--- config.mk ---
export PLATFORM = sky130hd
export DESIGN_NAME = frame_swap_ctrl
export DESIGN_NICKNAME = d
export VERILOG_FILES = /design/src/rtl/frame_swap_ctrl_pkg.sv /design/src/rtl/frame_swap_ctrl_addr_gen.sv /design/src/rtl/frame_swap_ctrl.sv
export SDC_FILE = /design/constraint.sdc
export NUM_CORES = 1
export LEC_CHECK = 0
export ABC_AREA = 1
export CORE_ASPECT_RATIO = 0.9
export CORE_UTILIZATION = 34
export DETAILED_ROUTE_END_ITERATION = 6
export PLACE_DENSITY_LB_ADDON = 0.3
export SLEW_MARGIN = 20
export SYNTH_ARGS = -nofsm -noshare
export SYNTH_HDL_FRONTEND = slang
export SYNTH_SLANG_ARGS = --single-unit
--- constraint.sdc ---
create_clock -name clock -period 2.9 [get_ports clock]
set_input_delay 0.58 -clock clock [delete_from_list [all_inputs] [get_ports clock]]
set_output_delay 0.58 -clock clock [all_outputs]
set_load 0.05 [all_outputs]
--- src/rtl/frame_swap_ctrl_pkg.sv ---
// Shared types for the frame-buffer ownership controller.
// Latency: none (types and constant functions only).
// Backpressure: not applicable.
package frame_swap_ctrl_pkg;

    // RGB444 pixel as written by the object renderer.
    typedef logic [11:0] pixel_t;

    typedef enum logic [1:0] {
        FREE,
        RENDERING,
        READY,
        DISPLAYING
    } buf_state_e;

    // Index width for n buffers, never narrower than one bit.
    function automatic int clog2_min1(input int n);
        return (n <= 2) ? 1 : $clog2(n);
    endfunction

endpackage

--- src/rtl/frame_swap_ctrl_addr_gen.sv ---
// Registered x/y to flat frame-memory address converter with range check.
// Latency: one cycle from coordinate/idx/en to addr/oob/we.
// Backpressure: none; out-of-range coordinates zero the address and drop the write.
module fb_addr_gen
    import frame_swap_ctrl_pkg::*;
#(
    parameter int FB_W   = 640,
    parameter int FB_H   = 480,
    parameter int IDX_W  = 1,
    parameter int ADDR_W = 20
) (
    input  logic              clock,
    input  logic              reset,
    input  logic [IDX_W-1:0]  idx,
    input  logic [9:0]        x,
    input  logic [9:0]        y,
    input  logic              en,
    output logic [ADDR_W-1:0] addr,
    output logic              oob,
    output logic              we
);

    logic              in_range;
    logic [ADDR_W-1:0] flat;

    // Range check and flat address, all arithmetic at full address width.
    always_comb begin
        in_range = (int'(x) < FB_W) && (int'(y) < FB_H);
        flat     = ADDR_W'(idx) * ADDR_W'(FB_W * FB_H)
                 + ADDR_W'(y) * ADDR_W'(FB_W)
                 + ADDR_W'(x);
    end

    // Output register; an out-of-range coordinate never reaches memory.
    always_ff @(posedge clock) begin
        if (reset) begin
            addr <= '0;
            oob  <= 1'b0;
            we   <= 1'b0;
        end else begin
            addr <= in_range ? flat : '0;
            oob  <= ~in_range;
            we   <= en & in_range;
        end
    end

endmodule

--- src/rtl/frame_swap_ctrl.sv ---
// Frame-buffer ownership controller: tracks display/render/ready buffers, swaps on VGA frame end.
// Latency: ownership, statistics and both memory address ports update one clock after their inputs.
// Backpressure: render_grant=0 holds the renderer off while no buffer can be handed to it.
module frame_swap_ctrl
    import frame_swap_ctrl_pkg::*;
#(
    parameter int NUM_BUFFERS = 2,
    parameter int FB_W        = 640,
    parameter int FB_H        = 480,
    parameter int DROP_STALE  = 0,
    parameter int CNT_W       = 16,
    localparam int ADDR_W     = $clog2(NUM_BUFFERS * FB_W * FB_H),
    localparam int IDX_W      = clog2_min1(NUM_BUFFERS)
) (
    input  logic              clock,
    input  logic              reset,
    input  logic              vga_frame_complete,
    input  logic              render_done,
    input  logic [9:0]        address_a_x,
    input  logic [9:0]        address_a_y,
    input  logic [9:0]        address_b_x,
    input  logic [9:0]        address_b_y,
    input  pixel_t            write_data_b,
    input  logic              write_enable_b,
    output logic [ADDR_W-1:0] mem_addr_a,
    output logic [ADDR_W-1:0] mem_addr_b,
    output pixel_t            mem_wdata_b,
    output logic              mem_we_b,
    output logic              oob_a,
    output logic              render_grant,
    output logic              next_frame,
    output logic [IDX_W-1:0]  display_idx,
    output logic [IDX_W-1:0]  render_idx,
    output logic [CNT_W-1:0]  dropped_frames,
    output logic [CNT_W-1:0]  repeated_frames
);

    buf_state_e       buf_st   [NUM_BUFFERS];
    buf_state_e       buf_st_n [NUM_BUFFERS];
    logic [IDX_W-1:0] display_idx_n, render_idx_n, ready_idx, free_idx;
    logic             grant_n, pend, pend_n;
    logic             has_ready, ready_after, has_free;
    logic             swap, rep_inc, drop_inc;
    logic             unused_we_a, unused_oob_b;

    // Ownership next state: swap first, then the finished frame, then allocation.
    // pend marks a finished render buffer waiting for the READY slot to empty
    // (stall mode only); the renderer holds it but may not write.
    always_comb begin
        buf_st_n      = buf_st;
        display_idx_n = display_idx;
        render_idx_n  = render_idx;
        grant_n       = render_grant;
        pend_n        = pend;
        swap          = 1'b0;
        rep_inc       = 1'b0;
        drop_inc      = 1'b0;
        has_ready     = 1'b0;
        ready_idx     = '0;
        ready_after   = 1'b0;
        has_free      = 1'b0;
        free_idx      = '0;

        for (int i = 0; i < NUM_BUFFERS; i++) begin
            if (buf_st[i] == READY) begin
                has_ready = 1'b1;
                ready_idx = IDX_W'(i);
            end
        end

        if (vga_frame_complete) begin
            if (has_ready) begin
                swap                  = 1'b1;
                buf_st_n[display_idx] = FREE;
                buf_st_n[ready_idx]   = DISPLAYING;
                display_idx_n         = ready_idx;
            end else begin
                rep_inc = 1'b1;
            end
        end

        if (render_done && render_grant) begin
            grant_n = 1'b0;
            if (!has_ready || swap) begin
                buf_st_n[render_idx] = READY;
            end else if (DROP_STALE != 0) begin
                buf_st_n[ready_idx]  = FREE;
                buf_st_n[render_idx] = READY;
                drop_inc             = 1'b1;
            end else begin
                pend_n = 1'b1;
            end
        end else if (pend && swap) begin
            buf_st_n[render_idx] = READY;
            pend_n               = 1'b0;
        end

        for (int i = 0; i < NUM_BUFFERS; i++) begin
            if (buf_st_n[i] == READY) ready_after = 1'b1;
        end
        for (int i = NUM_BUFFERS - 1; i >= 0; i--) begin
            if (buf_st_n[i] == FREE) begin
                has_free = 1'b1;
                free_idx = IDX_W'(i);
            end
        end

        if (!grant_n && !pend_n && has_free &&
            (DROP_STALE != 0 || !ready_after || NUM_BUFFERS >= 3)) begin
            buf_st_n[free_idx] = RENDERING;
            render_idx_n       = free_idx;
            grant_n            = 1'b1;
        end
    end

    // Ownership state register; reset hands buffer 0 to scanout and buffer 1 to the renderer.
    always_ff @(posedge clock) begin
        if (reset) begin
            for (int i = 0; i < NUM_BUFFERS; i++) begin
                buf_st[i] <= (i == 0) ? DISPLAYING : ((i == 1) ? RENDERING : FREE);
            end
            display_idx  <= '0;
            render_idx   <= IDX_W'(1);
            render_grant <= 1'b1;
            pend         <= 1'b0;
            next_frame   <= 1'b0;
        end else begin
            buf_st       <= buf_st_n;
            display_idx  <= display_idx_n;
            render_idx   <= render_idx_n;
            render_grant <= grant_n;
            pend         <= pend_n;
            next_frame   <= swap;
        end
    end

    // Saturating drop/repeat statistics.
    always_ff @(posedge clock) begin
        if (reset) begin
            dropped_frames  <= '0;
            repeated_frames <= '0;
        end else begin
            if (drop_inc && dropped_frames != '1) dropped_frames <= dropped_frames + CNT_W'(1);
            if (rep_inc && repeated_frames != '1) repeated_frames <= repeated_frames + CNT_W'(1);
        end
    end

    // Write data follows the write address pipeline stage.
    always_ff @(posedge clock) begin
        if (reset) mem_wdata_b <= '0;
        else       mem_wdata_b <= write_data_b;
    end

    fb_addr_gen #(
        .FB_W   (FB_W),
        .FB_H   (FB_H),
        .IDX_W  (IDX_W),
        .ADDR_W (ADDR_W)
    ) u_addr_a (
        .clock (clock),
        .reset (reset),
        .idx   (display_idx),
        .x     (address_a_x),
        .y     (address_a_y),
        .en    (1'b0),
        .addr  (mem_addr_a),
        .oob   (oob_a),
        .we    (unused_we_a)
    );

    fb_addr_gen #(
        .FB_W   (FB_W),
        .FB_H   (FB_H),
        .IDX_W  (IDX_W),
        .ADDR_W (ADDR_W)
    ) u_addr_b (
        .clock (clock),
        .reset (reset),
        .idx   (render_idx),
        .x     (address_b_x),
        .y     (address_b_y),
        .en    (write_enable_b & render_grant),
        .addr  (mem_addr_b),
        .oob   (unused_oob_b),
        .we    (mem_we_b)
    );

endmodule

# Yosys cells after proc, flatten, opt, wreduce, memory -nomap -nowiden
# Cells that the tools add are included.
[totals]
regBits = 79
output_inout_bits = 90
elab_cells = 109
[op_classes]
n_addsub = 5
mul = 4
magnitude_cmp = 12
eq_ne = 5
muxes = 30
bitwise_logic = 17
reduce_logical = 23
[op_table]
columns = ["operator", "count"]
rows = [
  ["20-bit by 10-bit adder with 20-bit output", 2],
  ["20-bit adder", 2],
  ["10-bit by 3-bit multiplier with 13-bit output, second input constant", 2],
  ["4-bit 2-to-1 mux", 6],
  ["10-bit < comparator, second input constant", 2],
  ["10-bit by 9-bit < comparator with 1-bit output, second input constant", 2],
  ["16-bit by 1-bit adder with 16-bit output, second input constant", 1],
  ["1-bit by 7-bit multiplier with 8-bit output, second input constant", 2],
  ["1-bit 2-to-1 mux", 16],
  ["16-bit inequality test, second input constant", 1],
  ["1-bit logical AND", 12],
  ["2-bit demux with 1-bit select", 4],
  ["2-bit == test, second input constant", 4],
  ["2-bit greater-or-equal comparator, second input constant", 4],
  ["2-bit by 1-bit < comparator with 1-bit output, second input constant", 4],
  ["2-bit 2-to-1 mux", 4],
  ["1-bit NOT with 2-bit output", 4],
  ["2-bit OR reduction", 3],
  ["2-bit AND", 2],
  ["4-bit AND", 1],
  ["1-bit zero test", 4],
  ["2-bit zero test", 2],
  ["2-bit NOT", 2],
  ["4-bit NOT", 1],
  ["other kinds (6)", 9],
]

# Longest topological paths before layout
[depth]
ltp_word = 24
ltp_mapped = 18
depth_no_buf = 18

# Cells and area by module
# From an unflattened synthesis, not the netlist that was laid out.
[unflattened]
hier_cells = 633
area_unflattened_um2 = 4805.9
[by_module_without_submodules]
columns = ["module", "instances", "cells_per_inst", "area_each_um2"]
rows = [
  ["fb_addr_gen", 2, 189, 1445.1],
  ["frame_swap_ctrl", 1, 255, 1915.6],
]

# Worst setup path after synthesis
# Ideal clock, no wire load.
[synth_timing]
kind = "input to register"
from = "in address_a_y[1]"
to = "reg u_addr_a.addr[19]"
setup_time_ps = 120
arrival_time_ps = 2791
required_time_ps = 2780
setup_slack_ps = -11
path_stages = 18
n_path_buf = 0
cell_sequence = "ha_1 > ha_1 > inv_1 > fa_1 > nand3b_1 > nand2_1 > nand2_1 > nand2_1 > a21oi_1 > o21ai_0 > xor2_1 > ha_1 > nand4_1 > nand2_1 > nand2_1 > nand2_1 > nand2_1 > a21oi_1"
[synth_between]
elab_chain_cells = 4
word_cells_on_any_way = 7
classes_between = "add/sub (2); mul (1); order compare (1); bitwise (1); reduce/logical (2)"
[synth_lines]
columns = ["item", "line", "rtl"]
rows = [
  ["from (decl)", "frame_swap_ctrl.sv:20", "input logic [9:0] address_a_y,"],
  ["branches (longest 4 deep; another with 20-bit adder)", "-", ""],
  ["to (signal assigned)", "frame_swap_ctrl_addr_gen.sv:41", "addr <= in_range ? flat : '0;"],
  ["to (decl)", "frame_swap_ctrl_addr_gen.sv:18", "output logic [ADDR_W-1:0] addr,"],
]
# Several ways; the timed one is not identified.
# A chain may end at the register's enable or synchronous reset.

# Worst setup path in the final report
[layout_timing]
from = "in address_a_y[3]"
to = "reg u_addr_a.addr[18]"
# Same word-level chain as after synthesis.

==> impl_metrics.env <==
export IMPL_post_route_period_util=0.9582
export IMPL_synth_top_area_frac=0.3531
export IMPL_synthAdderAreaFrac=0.1492
export IMPL_cp_max_fo=3
export IMPL_dpl_cell_area_mm2=0.006302
export IMPL_power_leakage_nw=3.276
export IMPL_die_area_mm2=0.01364
export IMPL_overflow=0
export IMPL_synth_top_family_by_area="simple AND/OR/NAND/NOR gates"
export IMPL_post_drt_wl_per_cell_um=11.59
export IMPL_synthTopCellsByArea="dfxtp_1, ha_1, nand2_1, inv_1, nor2_1"
export IMPL_holdBufCountCts=0
export IMPL_fmax_mhz=359.9
export IMPL_worst_pin_slew_ns=0.5442
export IMPL_yosys_warnings=0
export IMPL_setup_viol=0
export IMPL_rows=39
export IMPL_stdcell_area_mm2=0.006895
export IMPL_drt_first_iter_violations=166
export IMPL_tns_ns=0
export IMPL_n_antenna_cell=0
export IMPL_maxCapViolations=0
export IMPL_ys_seq_area_frac=0.3531
export IMPL_first_pass_iters=4
export IMPL_vias=4425
export IMPL_hold_violations=0
export IMPL_path_class="input pin to register"
export IMPL_antenna_found_initial=0
export IMPL_grt_pass1_wl_mm=17.98
export IMPL_clk_pin_slew_worst_paths_ns=0.06
export IMPL_vdd_drop_max_v=0.0003254
export IMPL_vias_per_cell=4.562
export IMPL_drcViolationCount=0
export IMPL_clkSinkCount=79
export IMPL_arrival_ns=3.01
export IMPL_core_area_mm2=0.01278
export IMPL_initial_utilization=0.3504
export IMPL_insertion_delay_ns=0.34
export IMPL_mappedNetlistArea_mm2=0.004479
export IMPL_status="complete, no violations"
export IMPL_port_buffers=130
export IMPL_hpwl_mm=8.439
export IMPL_drt_total_wl_mm=11.24
export IMPL_htree_levels=3
export IMPL_cts_tree="built"
export IMPL_ios=147
export IMPL_fin_nets=909
export IMPL_finalMaxSlewViolations=0
export IMPL_die_h_um=110.9
export IMPL_cp_start_kind="input pin"
export IMPL_cts_buffers=9
export IMPL_maxSlewHeadroom=0.6360
export IMPL_layout_commonest_cell="clkdlybuf4s50_1"
export IMPL_synthXorXnorAreaFrac=0.03128
export IMPL_min_path_type="register to register"
export IMPL_root_buffer="clkbuf_16"
export IMPL_grt_max_degree=20
export IMPL_cp_end_kind="register"
export IMPL_cts_buffer_depth=2
export IMPL_ys_ff_latch=79
export IMPL_powerDensity_mw_per_mm2=507.0
export IMPL_synth_mux_area_frac=0
export IMPL_synthDistinctLibCells=36
export IMPL_grt_pass1_vias=4110
export IMPL_mostFrequentLayoutCells="clkdlybuf4s50_1, nand2_1, inv_1"
export IMPL_synthSimpleGateAreaFrac=0.2475
export IMPL_drive_above_1_share=0.1613
export IMPL_grtUsageTotal=0.1665
export IMPL_syn_inst=607
export IMPL_syn_avg_cell_area_um2=7.379
export IMPL_postRouteAntennaNets=0
export IMPL_place_congestion=0.8607
export IMPL_min_period_ns=2.779
export IMPL_area_delta_synth_final_pct=53.94
export IMPL_finalClockSkew_ns=0.009568
export IMPL_required_ns=3.13
export IMPL_synth_largest_area_cell="dfxtp_1"
export IMPL_synth_compound_area_frac=0.09637
export IMPL_fp_dieW_um=123.0
-- kinds of logic (layout without fill, tap and decap cells) --
group           after synthesis  count (layout)
fa+ha+maj                    51              51
flops                        79              79
buf+inv                     128             312
compound gates               78              78
xor+xnor                     16              16
simple gates                254             254
other cells                   1              16
-- sequential cells by signal (all words and copies together), names as in the netlist --
signal / cells
u_addr_a.addr: 20
u_addr_a.oob: 1
display_idx: 1
buf_st: 4
render_grant: 1
repeated_frames: 16
u_addr_b.we: 1
render_idx: 1
next_frame: 1
pend: 1
mem_wdata_b: 12
u_addr_b.addr: 20
-- cells in the mapped netlist --
| cell | count |
|---|---|
| nor2_4 | 2 |
| a21oi_1 | 42 |
| and3_1 | 2 |
| xor2_1 | 10 |
| or2_2 | 2 |
| buf_2 | 2 |
| fa_1 | 4 |
| nand2_2 | 1 |
| a31oi_1 | 3 |
| clkbuf_1 | 4 |
| o21ai_0 | 18 |
| nor3b_1 | 4 |
| dfxtp_1 | 79 |
| xnor2_1 | 6 |
| o21ai_4 | 1 |
| nor2_1 | 67 |
| nand4_1 | 9 |
| o21ai_2 | 1 |
| nor3_1 | 5 |
| inv_1 | 104 |
| conb_1 | 1 |
| nand3_1 | 41 |
| a211oi_1 | 1 |
| nand3_2 | 1 |
| o21ai_1 | 4 |
| o21bai_1 | 3 |
| or2_1 | 1 |
| ha_1 | 47 |
| inv_4 | 1 |
| nand2_1 | 113 |
| inv_2 | 1 |
| buf_4 | 16 |
| o21a_1 | 5 |
| nor4_1 | 2 |
| nand3b_1 | 3 |
| nand2_4 | 1 |
-- layer usage --
metal  part of all wire  up-vias  GRT usage  wire (µm)
met5                  0        -          0          0
met4              0.020        0    0.05141        228
met3              0.058       20    0.05401        652
met2               0.49      119     0.2861       5561
met1               0.43     1992     0.1936       4799
li1                   -     2294          -          -
-- where the power goes --
group	switching [mW]	total [mW]	internal [mW]	leakage, nW
clock network	0.460	1.13	0.671	0.143
registers	0.0278	1.17	1.14	0.646
logic	0.681	1.20	0.516	2.49
-- stage by stage --
stage	hold WS (ns)	setup WS, ns	cells	utilization	power, mW
5_1_grt	0.5267	-0.02591	970	0.5393	3.712
4_1_cts	0.4990	0.002147	967	0.5253	3.488
6_report	0.4973	0.1211	970	0.5393	3.496
3_5_place_dp	0.4888	-0.6415	948	0.4930	2.286
2_1_floorplan	0.5188	0.03122	622	-	1.887
3_3_place_gp	0.4752	-0.5526	948	0.4930	2.265
-- timing repair --
item	4_1_cts	5_1_grt
pin swaps	19	21
setup buffers	3	3
resized for setup	30	38
cloned	0	0
setup endpoints to repair	12	12
endpoints found under the hold margin	0	0
-- path summary, 6_finish.rpt --
path,startpoint,slack (ns),cells past startpoint,endpoint
setup / recovery,address_a_y[3],0.12,17,u_addr_a.addr[18]
hold / removal,render_grant,0.50,2,u_addr_b.we
hold reg to reg,render_grant,0.50,2,u_addr_b.we
setup reg to reg,render_idx,1.12,10,u_addr_b.addr[17]
-- worst max-delay path, cell delays in order --
cell,delay [ns]
clkbuf_2,0.12
ha_4,0.28
ha_4,0.13
inv_2,0.04
fa_2,0.34
nand3b_1,0.21
nand2_2,0.12
nand2_2,0.06
nand2_2,0.07
a21oi_2,0.05
o21ai_2,0.13
xor2_1,0.16
ha_1,0.27
buf_4,0.14
buf_4,0.12
a21oi_1,0.11
nor2_1,0.06
-- area by class of cell --
cell class / instances / area (µm²)
tap: 164 / 205.2
fill: 1196 / 5889
multi-input combinational: 415 / 2680
sequential: 79 / 1582
timing repair buffer: 190 / 1730
inverter: 106 / 400.4
clock inverter: 6 / 68.82
clock buffer: 10 / 229.0
No activity file was read; power rests on OpenSTA's default activity.
